## config.mk

```make
export PLATFORM = sky130hd
export DESIGN_NAME = sdram_port_arbiter
export DESIGN_NICKNAME = d
export VERILOG_FILES = /design/src/rtl/sdram_port_arbiter.sv
export SDC_FILE = /design/constraint.sdc
export NUM_CORES = 1
export LEC_CHECK = 0
export BUFFER_PORTS_ARGS = -buffer_cell sky130_fd_sc_hd__buf_2
export CAP_MARGIN = 10
export CORE_MARGIN = 8
export CORE_UTILIZATION = 46
export CTS_CLUSTER_DIAMETER = 200
export DETAILED_ROUTE_END_ITERATION = 6
export PLACE_DENSITY_LB_ADDON = 0.1
export SLEW_MARGIN = 25
export SYNTH_ARGS = -nofsm -noshare
export SYNTH_HDL_FRONTEND = slang
export SYNTH_SLANG_ARGS = --single-unit
export TNS_END_PERCENT = 30
```

## constraint.sdc

```tcl
create_clock -name clk -period 2.3 [get_ports clk]
set_clock_uncertainty 0.15 [all_clocks]
set_input_delay 0.23 -clock clk [delete_from_list [all_inputs] [get_ports clk]]
set_output_delay 0.23 -clock clk [all_outputs]
set_load 0.1 [all_outputs]
```

## src/rtl/sdram_port_arbiter.sv

```systemverilog
// Two-port command arbiter in front of the SDRAM controller command/read port.
// Define SDRAM_ARB_RR_EN for round-robin arbitration; otherwise port 0 has fixed priority.
module sdram_port_arbiter #(
    parameter int ADDR_W     = 23,
    parameter int DATA_W     = 32,
    parameter int RD_TIMEOUT = 255
) (
    input  logic              clk,
    input  logic              rst,
    input  logic              p0_req,
    input  logic              p0_wr,
    input  logic [ADDR_W-1:0] p0_addr,
    input  logic [DATA_W-1:0] p0_wdata,
    output logic              p0_ack,
    output logic [DATA_W-1:0] p0_rdata,
    output logic              p0_rvalid,
    output logic              p0_rerr,
    input  logic              p1_req,
    input  logic              p1_wr,
    input  logic [ADDR_W-1:0] p1_addr,
    input  logic [DATA_W-1:0] p1_wdata,
    output logic              p1_ack,
    output logic [DATA_W-1:0] p1_rdata,
    output logic              p1_rvalid,
    output logic              p1_rerr,
    input  logic              mem_ready,
    output logic              mem_enable,
    output logic              mem_wr,
    output logic [ADDR_W-1:0] mem_addr,
    output logic [DATA_W-1:0] mem_wdata,
    input  logic [DATA_W-1:0] mem_rdata,
    input  logic              mem_rvalid,
    output logic [1:0]        owner
);

    typedef enum logic [1:0] {
        IDLE    = 2'd0,
        ISSUE   = 2'd1,
        WAIT_RD = 2'd2
    } state_t;

    localparam logic [7:0] TIMEOUT_C = 8'(RD_TIMEOUT);

    state_t     state_r;
    logic [7:0] rd_cnt_r;
    logic       elig0_s;
    logic       elig1_s;
    logic       winner_s;
`ifdef SDRAM_ARB_RR_EN
    logic       last_r;
`endif

    // Eligibility and winner selection; a request acked this cycle is not re-granted.
    always_comb begin
        elig0_s = p0_req & ~p0_ack;
        elig1_s = p1_req & ~p1_ack;
`ifdef SDRAM_ARB_RR_EN
        if (elig0_s && elig1_s) begin
            winner_s = ~last_r;
        end else if (elig0_s) begin
            winner_s = 1'b0;
        end else begin
            winner_s = 1'b1;
        end
`else
        if (elig0_s) begin
            winner_s = 1'b0;
        end else begin
            winner_s = 1'b1;
        end
`endif
    end

    // Arbitration FSM with registered controller and port outputs.
    always_ff @(posedge clk or negedge rst) begin
        if (!rst) begin
            state_r    <= IDLE;
            rd_cnt_r   <= 8'd0;
            mem_enable <= 1'b0;
            mem_wr     <= 1'b0;
            mem_addr   <= {ADDR_W{1'b0}};
            mem_wdata  <= {DATA_W{1'b0}};
            owner      <= 2'b00;
            p0_ack     <= 1'b0;
            p1_ack     <= 1'b0;
            p0_rvalid  <= 1'b0;
            p1_rvalid  <= 1'b0;
            p0_rerr    <= 1'b0;
            p1_rerr    <= 1'b0;
            p0_rdata   <= {DATA_W{1'b0}};
            p1_rdata   <= {DATA_W{1'b0}};
`ifdef SDRAM_ARB_RR_EN
            last_r     <= 1'b1;
`endif
        end else begin
            p0_ack    <= 1'b0;
            p1_ack    <= 1'b0;
            p0_rvalid <= 1'b0;
            p1_rvalid <= 1'b0;
            p0_rerr   <= 1'b0;
            p1_rerr   <= 1'b0;
            case (state_r)
                IDLE: begin
                    if (elig0_s || elig1_s) begin
                        state_r    <= ISSUE;
                        mem_enable <= 1'b1;
                        if (winner_s == 1'b0) begin
                            mem_wr    <= p0_wr;
                            mem_addr  <= p0_addr;
                            mem_wdata <= p0_wdata;
                            owner     <= 2'b01;
                        end else begin
                            mem_wr    <= p1_wr;
                            mem_addr  <= p1_addr;
                            mem_wdata <= p1_wdata;
                            owner     <= 2'b10;
                        end
`ifdef SDRAM_ARB_RR_EN
                        last_r <= winner_s;
`endif
                    end
                end
                ISSUE: begin
                    if (mem_ready) begin
                        mem_enable <= 1'b0;
                        p0_ack     <= owner[0];
                        p1_ack     <= owner[1];
                        if (mem_wr) begin
                            state_r <= IDLE;
                            owner   <= 2'b00;
                        end else begin
                            state_r  <= WAIT_RD;
                            rd_cnt_r <= 8'd0;
                        end
                    end
                end
                WAIT_RD: begin
                    // Returned data takes precedence over a timeout in the same cycle.
                    if (mem_rvalid) begin
                        if (owner[0]) begin
                            p0_rdata  <= mem_rdata;
                            p0_rvalid <= 1'b1;
                        end else begin
                            p1_rdata  <= mem_rdata;
                            p1_rvalid <= 1'b1;
                        end
                        state_r <= IDLE;
                        owner   <= 2'b00;
                    end else if (rd_cnt_r == TIMEOUT_C) begin
                        if (owner[0]) begin
                            p0_rdata  <= {DATA_W{1'b0}};
                            p0_rvalid <= 1'b1;
                            p0_rerr   <= 1'b1;
                        end else begin
                            p1_rdata  <= {DATA_W{1'b0}};
                            p1_rvalid <= 1'b1;
                            p1_rerr   <= 1'b1;
                        end
                        state_r <= IDLE;
                        owner   <= 2'b00;
                    end else begin
                        rd_cnt_r <= rd_cnt_r + 8'd1;
                    end
                end
                default: begin
                    state_r    <= IDLE;
                    mem_enable <= 1'b0;
                    owner      <= 2'b00;
                end
            endcase
        end
    end

endmodule

```

======== Word-level counts from Yosys, hierarchy flattened ========
Index checks and enable logic that the tools add are counted.
storage, ports and cells
  output and inout bits ................... 129
  input port bits ......................... 150
  flip-flop bits (word level) ............. 139
  logic and storage cells ................. 89
operators by class
  reduce and logical (&&, ||, !) cells .... 11
  add/subtract/negate cells ............... 1
  bitwise operators ....................... 6
  eq/ne operators ......................... 10
  mux-type cells .......................... 46
operators by type and width
  cell                                                 number
  2-to-1 mux 32 bit                                    9
  2-to-1 mux 8 bit                                     4
  2-to-1 mux 23 bit                                    1
  2-to-1 mux 1 bit                                     19
  2-to-1 mux 2 bit                                     9
  case mux 8 bit (2 select lines)                      1
  inequality test 2 bit, second input constant         6
  case mux 2 bit (3 select lines)                      2
  AND reduction 3 bit                                  4
  adder 8 x 1 -> 8 bit, second input constant          1
  equality test 8 bit, second input constant           1
  AND reduction 5 bit                                  1
  NOT 1 bit                                            4
  AND reduction 4 bit                                  1
  nonzero test 2 bit                                   2
  inequality test 3 bit, second input constant         1
  case mux 1 bit (3 select lines)                      1
  AND 1 bit                                            2
  equality test 2 x 1 -> 1 bit, second input constant  1
  equality test 2 bit, second input constant           1
  zero test 2 bit                                      1
  AND reduction 2 bit                                  1
  logical OR 1 bit                                     1

======== Longest topological paths before layout ========
  depth after elaboration ................. 5
  gate-level depth with buffers ........... 6
  depth with buffers taken out ............ 6

======== Worst setup path before layout ========
OpenSTA, ideal clock, no wires.
  path type ............................... reg2reg
  start point ............................. register p0_ack
  end point ............................... register mem_addr[0]
  stages on the path, launching flop included .. 7
  library setup time ...................... 0.133 ns
  path buffers ............................ 3
  arrival time ............................ 1.845 ns
  period minus slack after synthesis ...... 2.128 ns
  required time ........................... 2.017 ns
  setup slack ............................. 0.172 ns
  cell sequence ........................... dfrtp_1 -> nand2b_1 -> clkbuf_1 -> buf_4 -> buf_4 -> mux2i_1 -> o21ai_0
between the ends
  longest elaborated chain between the ends .. 4
  elaborated cells between the ends (all ways) .. 5
  classes of those cells .................. mux: 1; bitwise: 2; reduce/logical: 2
ends and longest elaborated chain
  element                               line  text
  start: declaration                    14    output logic p0_ack,
  start signal: assignment              126   p0_ack <= owner[0];
  NOT 1 bit (*)                         55    elig0_s = p0_req & ~p0_ack;
  AND 1 bit (*)                         55
  logical OR 1 bit                      104   if (elig0_s || elig1_s) begin
  AND reduction 2 bit (no source line)  -
  end signal: assignment                81    mem_addr <= {ADDR_W{1'b0}};
  end signal: assignment                109   mem_addr <= p0_addr;
  end signal: assignment                114   mem_addr <= p1_addr;
  end: declaration                      29    output logic [ADDR_W-1:0] mem_addr,
Every way passes the cells marked *; elsewhere a longest branch is shown, timed or not.
A chain may end at the register's enable or synchronous reset.

======== Worst setup path after layout ========
  start point ............................. register p0_ack
  end point ............................... register mem_wdata[26]
between the ends
  longest elaborated chain between the ends .. 4
  elaborated cells between the ends (all ways) .. 5
  classes of those cells .................. mux: 1; bitwise: 2; reduce/logical: 2
ends and longest elaborated chain
  element                               line  text
  NOT 1 bit (*)                         55
  AND 1 bit (*)                         55
  logical OR 1 bit                      104
  AND reduction 2 bit (no source line)  -
  end signal: assignment                82    mem_wdata <= {DATA_W{1'b0}};
  end signal: assignment                110   mem_wdata <= p0_wdata;
  end signal: assignment                115   mem_wdata <= p1_wdata;
  end: declaration                      30    output logic [DATA_W-1:0] mem_wdata,
Marked as above.

==> flow_metrics.tcl <==
set metrics [dict create \
    die_y_um 129 \
    num_rows 41 \
    gp_congestion 0.764 \
    syn-num-nets 630 \
    ios 279 \
    synthFlopType "dfrtp_1" \
    wl_um 19700 \
    place_hpwl_um 12700 \
    min_from "p0_addr[12]" \
    diodes 0 \
    utilization_pct 74.8 \
    yosysTopAreaCellShare_pct 59.6 \
    final_area_um2 9360 \
    cts_setup_buffers 0 \
    cts.sinks 139 \
    grt_usage_pct 23.7 \
    placed_area_um2 7400 \
    whs_endpoint "mem_addr[12]" \
    rrSetupSlack_ns 0.17 \
    async_reset_ff_share_pct 100 \
    grt_antenna_before_repair 1 \
    path_cells "nand2b_4 > buf_12 > mux2i_1 > dlygate4sd3_1 > o21ai_0" \
    regToRegStartpoint "p0_ack" \
    initial_core_util_pct 46.6 \
    rsz0062_at_grt "false" \
    h-tree-depth 4 \
    start_kind "register" \
    drt-initial-drc-count 363 \
    drt_first_pass_iters 5 \
    hold_path.class "in2reg" \
    slew_viol_final 0 \
    ys_warn_count 0 \
    path_class "reg2reg" \
    synthCells 479 \
    cts-root-buf "clkbuf_16" \
    worst_ep_arrival_time_ns 2.24 \
    crit_path_top_delay_cell "dlygate4sd3_1" \
    dr_total_vias 5591 \
    nets 1030 \
    synth_top_cell_by_area "dfrtp_1" \
    max_freq_ghz 0.470 \
    ant_nets 0 \
    crit_fanout 22 \
    rr_endpoint "mem_wdata[26]" \
    nFillCells 878 \
    clock_latency_ns 0.41 \
    hold_violations 0 \
    period_minus_slack_ns 2.13 \
    synth_edf_count 0 \
    cts_buffers 17 \
    worst_pin_slew_ns 0.626 \
    setup_violations 0 \
    cts_tree "done" \
    port_buffers 278 \
    post-synth-top-count-cell "dfrtp_1" \
    die_area_um2 16500 \
    syn_to_final_growth_pct 60.4 \
    post-route-period-util_pct 92.5 \
    clock_path_buffers 2 \
    yosys-top-cells-area "dfrtp_1 (60%), a32o_1 (11%), mux2i_1 (9.9%)" \
    grt.overflow.total 0 \
    drive_gt1_share_pct 37.8 \
    rr_worst_depth 5 \
    cp_slowest_stage_delay_ns 0.57 \
    worstPathRequired_ns 2.41 \
    coreArea_um2 12500 \
    synth.distinct_cells 36 \
    tns_ns 0 \
    ys_seq_area_share_pct 59.6 \
    hold_path_depth 3 \
    synth_common_cells "dfrtp_1 (139), nand2_1 (65), a32o_1 (64)" \
    syn_area_um2 5840 \
    grt_pass1_vias 6086 \
    cts.clk_slew.worst_paths_ns 0.06 \
    crit_path_end_kind "register" \
    maxCapViolCount 0 \
    status "finished clean" \
    grt_max_degree 115 \
    slew_headroom_pct 58.3 \
    die-width_um 129 \
    syn_area_per_cell_um2 12.2 \
    grt_pass1_wl_um 31100 \
    viasPerCell 5.25 \
    avgRoutedWirePerCell_um 18.6 \
    drc 0 \
    ys_ff_latch 139 \
]
[state kept, by name, indices dropped and copies added, names as in the netlist]
name and cells:
p1_rdata 32, mem_enable 1, p0_rdata 32, mem_wr 1, p1_ack 1, rd_cnt_r 8, p0_ack 1, mem_addr 23
owner 2, p0_rvalid 1, p0_rerr 1, p1_rerr 1, state_r 2, p1_rvalid 1, mem_wdata 32
[critical path: cells and delay by family (launching register included)]
family,cells,cell delay [ns]
AOI/OAI and AO/OA,1,0.09
buffers and inverters,2,0.80
DFF,1,0.39
muxes,1,0.24
and+or+nand+nor,1,0.30
[worst max path at each step]
stage / from / endpoint / slack (ns) / depth (start not counted)
final: p0_ack / mem_wdata[26] / 0.17 / 5
after global routing: p0_ack / mem_wdata[26] / 0.04 / 5
after CTS: p0_ack / mem_wdata[29] / 0.09 / 5
after global placement: rd_cnt_r[0] / p1_rdata[5] / 0.50 / 6
after floorplan: p0_ack / mem_addr[0] / 0.17 / 6
after detailed placement: rd_cnt_r[0] / p1_rdata[24] / 0.44 / 6
[logic make-up (layout without fill, tap and decap cells)]
group / count (synthesis) / count (layout) / share of synthesized area (%)
AOI/OAI and AO/OA: 139 / 139 / 18.6
adders and majority gates: 1 / 1 / 0.214
buffers and inverters: 48 / 460 / 4.12
DFF: 139 / 139 / 59.6
muxes: 58 / 58 / 9.95
and+or+nand+nor: 94 / 95 / 7.50
[metrics by stage]
step / worst slack, ns / hold WS, ns / instances
global placement: 0.503 / 0.00314 / 900
finish: 0.173 / 0.0131 / 1064
global route: 0.0391 / 0.0280 / 1064
CTS: 0.0885 / 0.000470 / 1063
floorplan: 0.172 / -0.216 / 479
detailed placement: 0.437 / 0.00573 / 900
[cells in the final DEF (no fill, tap or decap), drive strengths merged, types with 4 or more instances in the layout]
cell           n
buf          290
dfrtp        139
dlygate4sd3  131
nand2         65
a32o          64
o21ai         62
mux2i         58
clkbuf        18
inv           13
and3           6
nand3          5
bufinv         4
nor2b          4
[metal layers]
layer	routed length (um)	track usage [%]	vias to the layer above
li1	-	-	2579
met1	7460	26.3	2697
met2	9860	40.3	276
met3	1980	9.64	37
met4	427	8.50	2
met5	8	0	-
[layout make-up]
class	count	area [um2]	share of cell area, %
clock buffers	18	439	4.69
clock inverters	14	208	2.22
inverters	7	26.3	0.281
multi-input cells	293	2150	22.9
flip-flops and latches	139	3480	37.1
well taps	172	215	2.30
repair buffers	421	2850	30.4
[what timing repair did]
action / CTS / global route
hold buffers: 131 / 0
endpoints found under the hold margin: 228 / 0
setup endpoints to repair: 0 / 14
resized for setup: 0 / 0
Power is not shown: default switching activity piles up to over one toggle a cycle in this logic, so the estimate is an artifact.
